### src/rtl/snowbro2_snd_bridge.sv
// Sound-CPU write bridge for the snowbro2 YM2151/OKI block. Writes are queued in a FIFO and
// replayed as registered CS/WE sequences; the YM busy window is counted in YM2151_CEN ticks.
module snowbro2_snd_bridge #(
  parameter int FIFO_AW = 3,
  parameter int YM_BUSY = 64,
  parameter int WE_HOLD = 2
) (
  input  logic       CLK,
  input  logic       RESET,
  input  logic       YM2151_CEN,
  input  logic       cpu_wr,
  input  logic       cpu_rd,
  input  logic [2:0] cpu_addr,
  input  logic [7:0] cpu_din,
  output logic [7:0] cpu_dout,
  output logic       cpu_wait,
  output logic       YM2151_CS,
  output logic       YM2151_WE,
  output logic       YM2151_WR_CMD,
  output logic [7:0] YM2151_DIN,
  input  logic [7:0] YM2151_DOUT,
  output logic       OKI_WE,
  output logic [7:0] OKI_DIN,
  input  logic [7:0] OKI_DOUT,
  output logic       OKI_BANK
);
  localparam int DEPTH = 2 ** FIFO_AW;
  localparam int BW    = $clog2(YM_BUSY + 2);
  localparam logic [FIFO_AW:0]   CNT_ONE  = (FIFO_AW + 1)'(1);
  localparam logic [FIFO_AW:0]   FULL_CNT = (FIFO_AW + 1)'(DEPTH);
  localparam logic [FIFO_AW-1:0] PTR_ONE  = FIFO_AW'(1);
  localparam logic [BW-1:0]      BUSY_ONE = BW'(1);
  localparam logic [BW-1:0]      BUSY_LD  = BW'(YM_BUSY);
  localparam logic [3:0]         HOLD_LD  = 4'(WE_HOLD - 1);

  typedef enum logic [2:0] {IDLE, SETUP, STROBE, RELEASE, YM_WAIT} state_t;

  state_t state_q, state_d;
  logic [9:0]         mem_q [DEPTH];
  logic [FIFO_AW-1:0] wr_ptr_q, wr_ptr_d, rd_ptr_q, rd_ptr_d;
  logic [FIFO_AW:0]   count_q, count_d, ym_cnt_q, ym_cnt_d;
  logic               ovf_q, ovf_d;
  logic [BW-1:0]      busy_q, busy_d;
  logic [3:0]         hold_q, hold_d;
  logic [1:0]         tgt_q, tgt_d;
  logic [7:0]         dout_q, dout_d;
  logic               cs_q, cs_d, ym_we_q, ym_we_d, oki_we_q, oki_we_d;
  logic               a0_q, a0_d, bank_q, bank_d;
  logic [7:0]         ym_din_q, ym_din_d, oki_din_q, oki_din_d;

  logic [9:0] head;
  logic [1:0] head_tgt;
  logic       full, empty, wr_valid, push, pop, ovf_set, ym_pend;
  logic [3:0] cnt4;

  assign head     = mem_q[rd_ptr_q];
  assign head_tgt = head[9:8];
  assign full     = (count_q == FULL_CNT);
  assign empty    = (count_q == '0);
  assign wr_valid = cpu_wr && !cpu_addr[2];
  // YM entries wait out the busy window at the head; OKI entries never do.
  assign pop      = (state_q == IDLE) && !empty && (head_tgt[1] || (busy_q == '0));
  assign push     = wr_valid && (!full || pop);
  assign ovf_set  = wr_valid && full && !pop;
  assign ym_pend  = (ym_cnt_q != '0) || (state_q == YM_WAIT) ||
                    ((state_q inside {SETUP, STROBE, RELEASE}) && !tgt_q[1]);
  assign cnt4     = 4'(count_q);

  always_comb begin
    wr_ptr_d = push ? wr_ptr_q + PTR_ONE : wr_ptr_q;
    rd_ptr_d = pop  ? rd_ptr_q + PTR_ONE : rd_ptr_q;
    count_d  = count_q;
    if (push && !pop)      count_d = count_q + CNT_ONE;
    else if (pop && !push) count_d = count_q - CNT_ONE;
    ym_cnt_d = ym_cnt_q;
    if ((push && !cpu_addr[1]) && !(pop && !head_tgt[1]))      ym_cnt_d = ym_cnt_q + CNT_ONE;
    else if ((pop && !head_tgt[1]) && !(push && !cpu_addr[1])) ym_cnt_d = ym_cnt_q - CNT_ONE;
    ovf_d  = ovf_set || (ovf_q && !(cpu_rd && (cpu_addr == 3'd4)));
    dout_d = dout_q;
    if (cpu_rd) begin
      unique case (cpu_addr)
        3'd1:    dout_d = {YM2151_DOUT[7] | ym_pend, YM2151_DOUT[6:0]};
        3'd2:    dout_d = OKI_DOUT;
        3'd4:    dout_d = {ovf_q, 3'b000, cnt4};
        default: dout_d = 8'hFF;
      endcase
    end
  end

  always_comb begin
    state_d   = state_q;
    busy_d    = (YM2151_CEN && (busy_q != '0)) ? busy_q - BUSY_ONE : busy_q;
    hold_d    = hold_q;
    tgt_d     = tgt_q;
    cs_d      = cs_q;
    ym_we_d   = 1'b1;
    oki_we_d  = 1'b1;
    a0_d      = a0_q;
    ym_din_d  = ym_din_q;
    oki_din_d = oki_din_q;
    bank_d    = bank_q;
    unique case (state_q)
      IDLE: begin
        if (pop) begin
          tgt_d = head_tgt;
          if (head_tgt == 2'd3) begin
            bank_d = head[0];
          end else begin
            state_d = SETUP;
            if (!head_tgt[1]) begin
              cs_d     = 1'b1;
              a0_d     = head_tgt[0];
              ym_din_d = head[7:0];
            end else begin
              oki_din_d = head[7:0];
            end
          end
        end
      end
      SETUP: begin
        state_d = STROBE;
        hold_d  = HOLD_LD;
        if (!tgt_q[1]) ym_we_d = 1'b0;
        else           oki_we_d = 1'b0;
      end
      STROBE: begin
        if (hold_q == '0) begin
          state_d = RELEASE;
        end else begin
          hold_d = hold_q - 4'd1;
          if (!tgt_q[1]) ym_we_d = 1'b0;
          else           oki_we_d = 1'b0;
        end
      end
      RELEASE: begin
        cs_d = 1'b0;
        if (tgt_q == 2'd1) begin
          busy_d  = BUSY_LD;
          state_d = YM_WAIT;
        end else begin
          state_d = IDLE;
        end
      end
      YM_WAIT: begin
        if (busy_q == '0) state_d = IDLE;
      end
      default: state_d = IDLE;
    endcase
  end

  always_ff @(posedge CLK) begin
    if (push) mem_q[wr_ptr_q] <= {cpu_addr[1:0], cpu_din};
  end

  always_ff @(posedge CLK) begin
    if (RESET) begin
      state_q   <= IDLE;
      wr_ptr_q  <= '0;
      rd_ptr_q  <= '0;
      count_q   <= '0;
      ym_cnt_q  <= '0;
      ovf_q     <= 1'b0;
      busy_q    <= '0;
      hold_q    <= '0;
      tgt_q     <= '0;
      dout_q    <= 8'hFF;
      cs_q      <= 1'b0;
      ym_we_q   <= 1'b1;
      oki_we_q  <= 1'b1;
      a0_q      <= 1'b0;
      ym_din_q  <= '0;
      oki_din_q <= '0;
      bank_q    <= 1'b0;
    end else begin
      state_q   <= state_d;
      wr_ptr_q  <= wr_ptr_d;
      rd_ptr_q  <= rd_ptr_d;
      count_q   <= count_d;
      ym_cnt_q  <= ym_cnt_d;
      ovf_q     <= ovf_d;
      busy_q    <= busy_d;
      hold_q    <= hold_d;
      tgt_q     <= tgt_d;
      dout_q    <= dout_d;
      cs_q      <= cs_d;
      ym_we_q   <= ym_we_d;
      oki_we_q  <= oki_we_d;
      a0_q      <= a0_d;
      ym_din_q  <= ym_din_d;
      oki_din_q <= oki_din_d;
      bank_q    <= bank_d;
    end
  end

  assign cpu_dout      = dout_q;
  assign cpu_wait      = full;
  assign YM2151_CS     = cs_q;
  assign YM2151_WE     = ym_we_q;
  assign YM2151_WR_CMD = a0_q;
  assign YM2151_DIN    = ym_din_q;
  assign OKI_WE        = oki_we_q;
  assign OKI_DIN       = oki_din_q;
  assign OKI_BANK      = bank_q;
endmodule

### config.mk
export PLATFORM = sky130hd
export DESIGN_NAME = snowbro2_snd_bridge
export DESIGN_NICKNAME = d
export VERILOG_FILES = /design/src/rtl/snowbro2_snd_bridge.sv
export SDC_FILE = /design/constraint.sdc
export NUM_CORES = 1
export LEC_CHECK = 0
export ABC_AREA = 1
export BUFFER_PORTS_ARGS = -buffer_cell sky130_fd_sc_hd__clkbuf_2
export CAP_MARGIN = 25
export CORE_ASPECT_RATIO = 1.5
export CORE_MARGIN = 2
export CORE_UTILIZATION = 58
export DETAILED_ROUTE_END_ITERATION = 8
export GPL_TIMING_DRIVEN = 0
export PLACE_DENSITY = 0.8
export SETUP_SLACK_MARGIN = 0.02
export SLEW_MARGIN = 30
export SYNTH_ARGS = -nofsm -noshare
export SYNTH_HDL_FRONTEND = slang
export SYNTH_SLANG_ARGS = --single-unit
### constraint.sdc
create_clock -name CLK -period 2.7 [get_ports CLK]
set_input_delay 0 -clock CLK [delete_from_list [all_inputs] [get_ports CLK]]
set_output_delay 0 -clock CLK [all_outputs]
set_load 0.005 [all_outputs]
==> run_results.csv <==
group,metric,value,unit
sta,timing.final.setup_violations,0,
worst_setup_path,critPathRequiredTime,3.04,ns
clocking,cts.path.max_buffers,2,
logic_synthesis,synthesis.nets,680,
floorplanning,floorplan.die_area,11300,um2
logic_synthesis,synth.yosys.seq_area_share,60.3,%
placement,globalplace.congestion,0.824,
pwr,clock_power_share,28.1,%
sta,final.setup_skew,0.0101,ns
sta,worst_hold_margin,0.0451,ns
final_layout,final_design_area_no_fill,7450,um2
route,detail_route.wl_per_cell,16.6,um
worst_setup_path,critPathCaptureType,"register",
logic_synthesis,synth.top_cells.by_area,"edfxtp_1 40%, dfxtp_1 21%, nor2_1 6.6%",
grt,grt-ovfl-total,0,
final_layout,proportion_of_layout_cells_with_a_drive_suffix_above_1,20.9,%
route,ant_nets,0,
logic_synthesis,avgSynthCellArea,9.58,um2
grt,use_met2,50.3,%
logic_synthesis,yosysTopAreaCellShare,39.5,%
sta,hold_violations,0,
route,postRouteWirelength,14.8,mm
final_layout,final_cells,892,
floorplanning,die-width,87.6,um
min_path,min_from,"cpu_addr[2]",
pwr,p_total,7.75,mW
logic_synthesis,yosys_warnings,0,
clocking,cts.sink_count,143,
worst_setup_path,timing.critical_path.from_type,"register",
pwr,pwr-share-seq,36.9,%
logic_synthesis,synth.most_common_cell,"nor2_1",
logic_synthesis,count_of_cell_types_in_the_netlist,32,
logic_synthesis,netlist_area,6070,um2
clocking,clockRootBuffer,"clkbuf_16",
run_status,status,"completed",
min_path,hp-class,"in -> reg",
pwr,internal-power,4.83,mW
worst_setup_path,crit-reg2reg-launch,"busy_q[3]",
worst_setup_path,worstPathArrival,2.90,ns
sta,final.setup.worst_slack,0.142,ns
pwr,combPwrFrac,35.0,%
sta,slew_viol_final,0,
placement,placed_area,6560,um2
floorplanning,io-pin-count,62,
logic_synthesis,number_of_synthesized_register_bits,143,
grt,global_route.usage.total,27.7,%
logic_synthesis,yosys.area.top_type,"edfxtp_1",
final_layout,final_util,73.1,%
sta,layout_worst_path_cycle_share,94.7,%
sta,worst-slew-pin-transition,0.731,ns
sta,clock.fmax,391,MHz
final_layout,area_delta_synth_final,22.7,%
clocking,clock_tree_from_tritoncts,"yes",
clocking,cts.reportedPaths.clkPinSlew,0.06,ns
floorplanning,floorplan.rows,45,
pwr,static-leakage-power,2.99,nW
floorplanning,initial_utilization,59.6,%
placement,place.port_buffers,60,
pwr,sw_frac_of_total,37.8,%
logic_synthesis,number_of_enable_flip_flop_cells_after_synthesis,80,
grt,grt_busiest_layer,"met2",
pwr,worst_ir_drop_vdd,0.663,mV
logic_synthesis,synthCells,634,
placement,half_perimeter_wire_length_of_the_detailed_placement_result,9.91,mm
logic_synthesis,netlist_top_cells_count,"107 x nor2_1, 92 x nand2_1, 80 x edfxtp_1, 63 x dfxtp_1, 62 x o21ai_0",
final_layout,fin_nets,784,
floorplanning,die_height,129,um
logic_synthesis,share_of_flip_flops_with_an_asynchronous_set_or_reset,0,%
clocking,htreeDepth,4,
grt,grt_util_met1,29.6,%
route,num_vias,4928,
grt,grt_start_max_net_pins,17,
sta,maxSlewHeadroom,51.2,%
route,starting_drc_count_in_detailed_routing,398,
grt,groute.layer.met3.usage,6.88,%
run,max_cap_violations,0,
grt,first_global_vias,5072,
sta,final.setup.tns,0,ns
pwr,switching_power,2.93,mW
worst_setup_path,worstSetupStartpoint,"busy_q[3]",
worst_setup_path,setup.worst_path.class,"reg -> reg",
logic_synthesis,synth_top_flop_cell,"edfxtp_1",
sta,grt_setup_unrepaired,"no",
grt,number_of_antenna_violations_at_the_first_check_in_global_routing,0,
grt,grt_first_pass_wirelength,23.6,mm
floorplanning,core_area,10200,um2
sta,post-route-min-period,2.56,ns
route,drc,0,
route,drt_first_pass_iters,5,
clocking,cts_made_buffers,17,
placement,dp.cells,835,
clocking,clk_latency,0.42,ns
final_layout,antenna_cells_inserted,0,
route,drt-vias-per-instance,5.52,
worst_setup_path,crit_path_max_fanout,5,
placement,place_ws,-0.110,ns
pwr,cell_area_power_density,1040,nW/um2
-- per-layer routing --
layer  vias up  wire (um)
li1       2356          -
met1      2318       5450
met2       209       8000
met3        45        872
met4         0        491
met5         -          0
-- power by group through the flow --
stage / Combinational, mW / Clock [mW] / Sequential [mW]
2_1_floorplan: 1.73 / 0 / 2.85
3_3_place_gp: 2.34 / 0 / 2.87
3_5_place_dp: 2.46 / 0 / 2.89
4_1_cts: 2.58 / 2.18 / 2.85
5_1_grt: 3.01 / 2.29 / 2.90
6_report: 2.71 / 2.18 / 2.86
-- cell type report --
| cell class | count | area [um2] |
|---|---|---|
| well taps | 141 | 176 |
| multi-input cells | 411 | 2170 |
| clock inverters | 15 | 126 |
| inverters | 59 | 224 |
| plain buffers | 21 | 116 |
| flip-flops and latches | 143 | 3670 |
| clock buffers | 17 | 425 |
| fillers | 729 | 2740 |
| repair buffers | 85 | 546 |
-- worst paths after layout --
kind | slack, ns | cells past startpoint | endpoint
hold reg to reg | 0.47 | 2 | cpu_dout[2]
setup reg to reg | 0.14 | 18 | ym_cnt_q[3]
setup / recovery | 0.14 | 18 | ym_cnt_q[3]
hold / removal | 0.05 | 4 | wr_ptr_q[2]
-- cell usage in the layout (no fill, tap or decap), drive strengths merged --
cell type / netlist / routed
nor3: 9 / 9
o221ai: 1 / 1
a211oi: 1 / 1
clkinv: 0 / 2
buf: 9 / 11
a31o: 2 / 2
edfxtp: 80 / 80
dfxtp: 63 / 63
a21oi: 47 / 47
clkbuf: 12 / 89
nor2: 109 / 109
ha: 12 / 12
xor2: 10 / 10
nand2: 96 / 96
dlygate4sd3: 0 / 23
nand3b: 1 / 1
o21ai: 71 / 71
or2: 1 / 1
inv: 59 / 67
fa: 2 / 2
clkinvlp: 0 / 5
nand3: 31 / 31
nand4: 1 / 1
mux2i: 2 / 2
o22ai: 15 / 15
-- worst max-delay path, stage by stage (launching register included) --
cell	delay [ns]
dfxtp_1	0.31
inv_2	0.09
nand2_1	0.07
nor2_2	0.16
nand3_2	0.13
nor2_2	0.11
inv_2	0.10
nand3_4	0.10
nand2_2	0.08
nor2_2	0.14
ha_2	0.21
inv_1	0.09
ha_1	0.29
nand2_1	0.07
nand2_1	0.05
a21oi_2	0.13
xor2_1	0.17
nand2_1	0.07
a21oi_1	0.12
-- kinds of logic after synthesis --
logic type / after synthesis / share of synthesized area [%]
DFF: 143 / 60.3
adders and majority gates: 14 / 3.13
AOI/OAI and AO/OA: 137 / 12.0
xor gates and xnor gates: 10 / 1.44
buffers and inverters: 80 / 5.46
and+or+nand+nor: 248 / 17.3
muxes: 2 / 0.330
-- state kept, by name (all words and copies together) (netlist names), 2 cells and up, named ones only --
name        count
YM2151_DIN      8
rd_ptr_q        3
busy_q          7
OKI_DIN         8
wr_ptr_q        3
ym_cnt_q        4
state_q         3
hold_q          4
cnt4            4
cpu_dout        8
mem_q          80
tgt_q           2
-- timing repair --
action,CTS,global route
endpoints found under the setup margin,43,3
setup buffers,1,1
hold buffers,23,0
resized for setup,10,18
endpoints found under the hold margin,92,0
pin swaps,1,3
No activity file was read; power rests on OpenSTA's default activity.
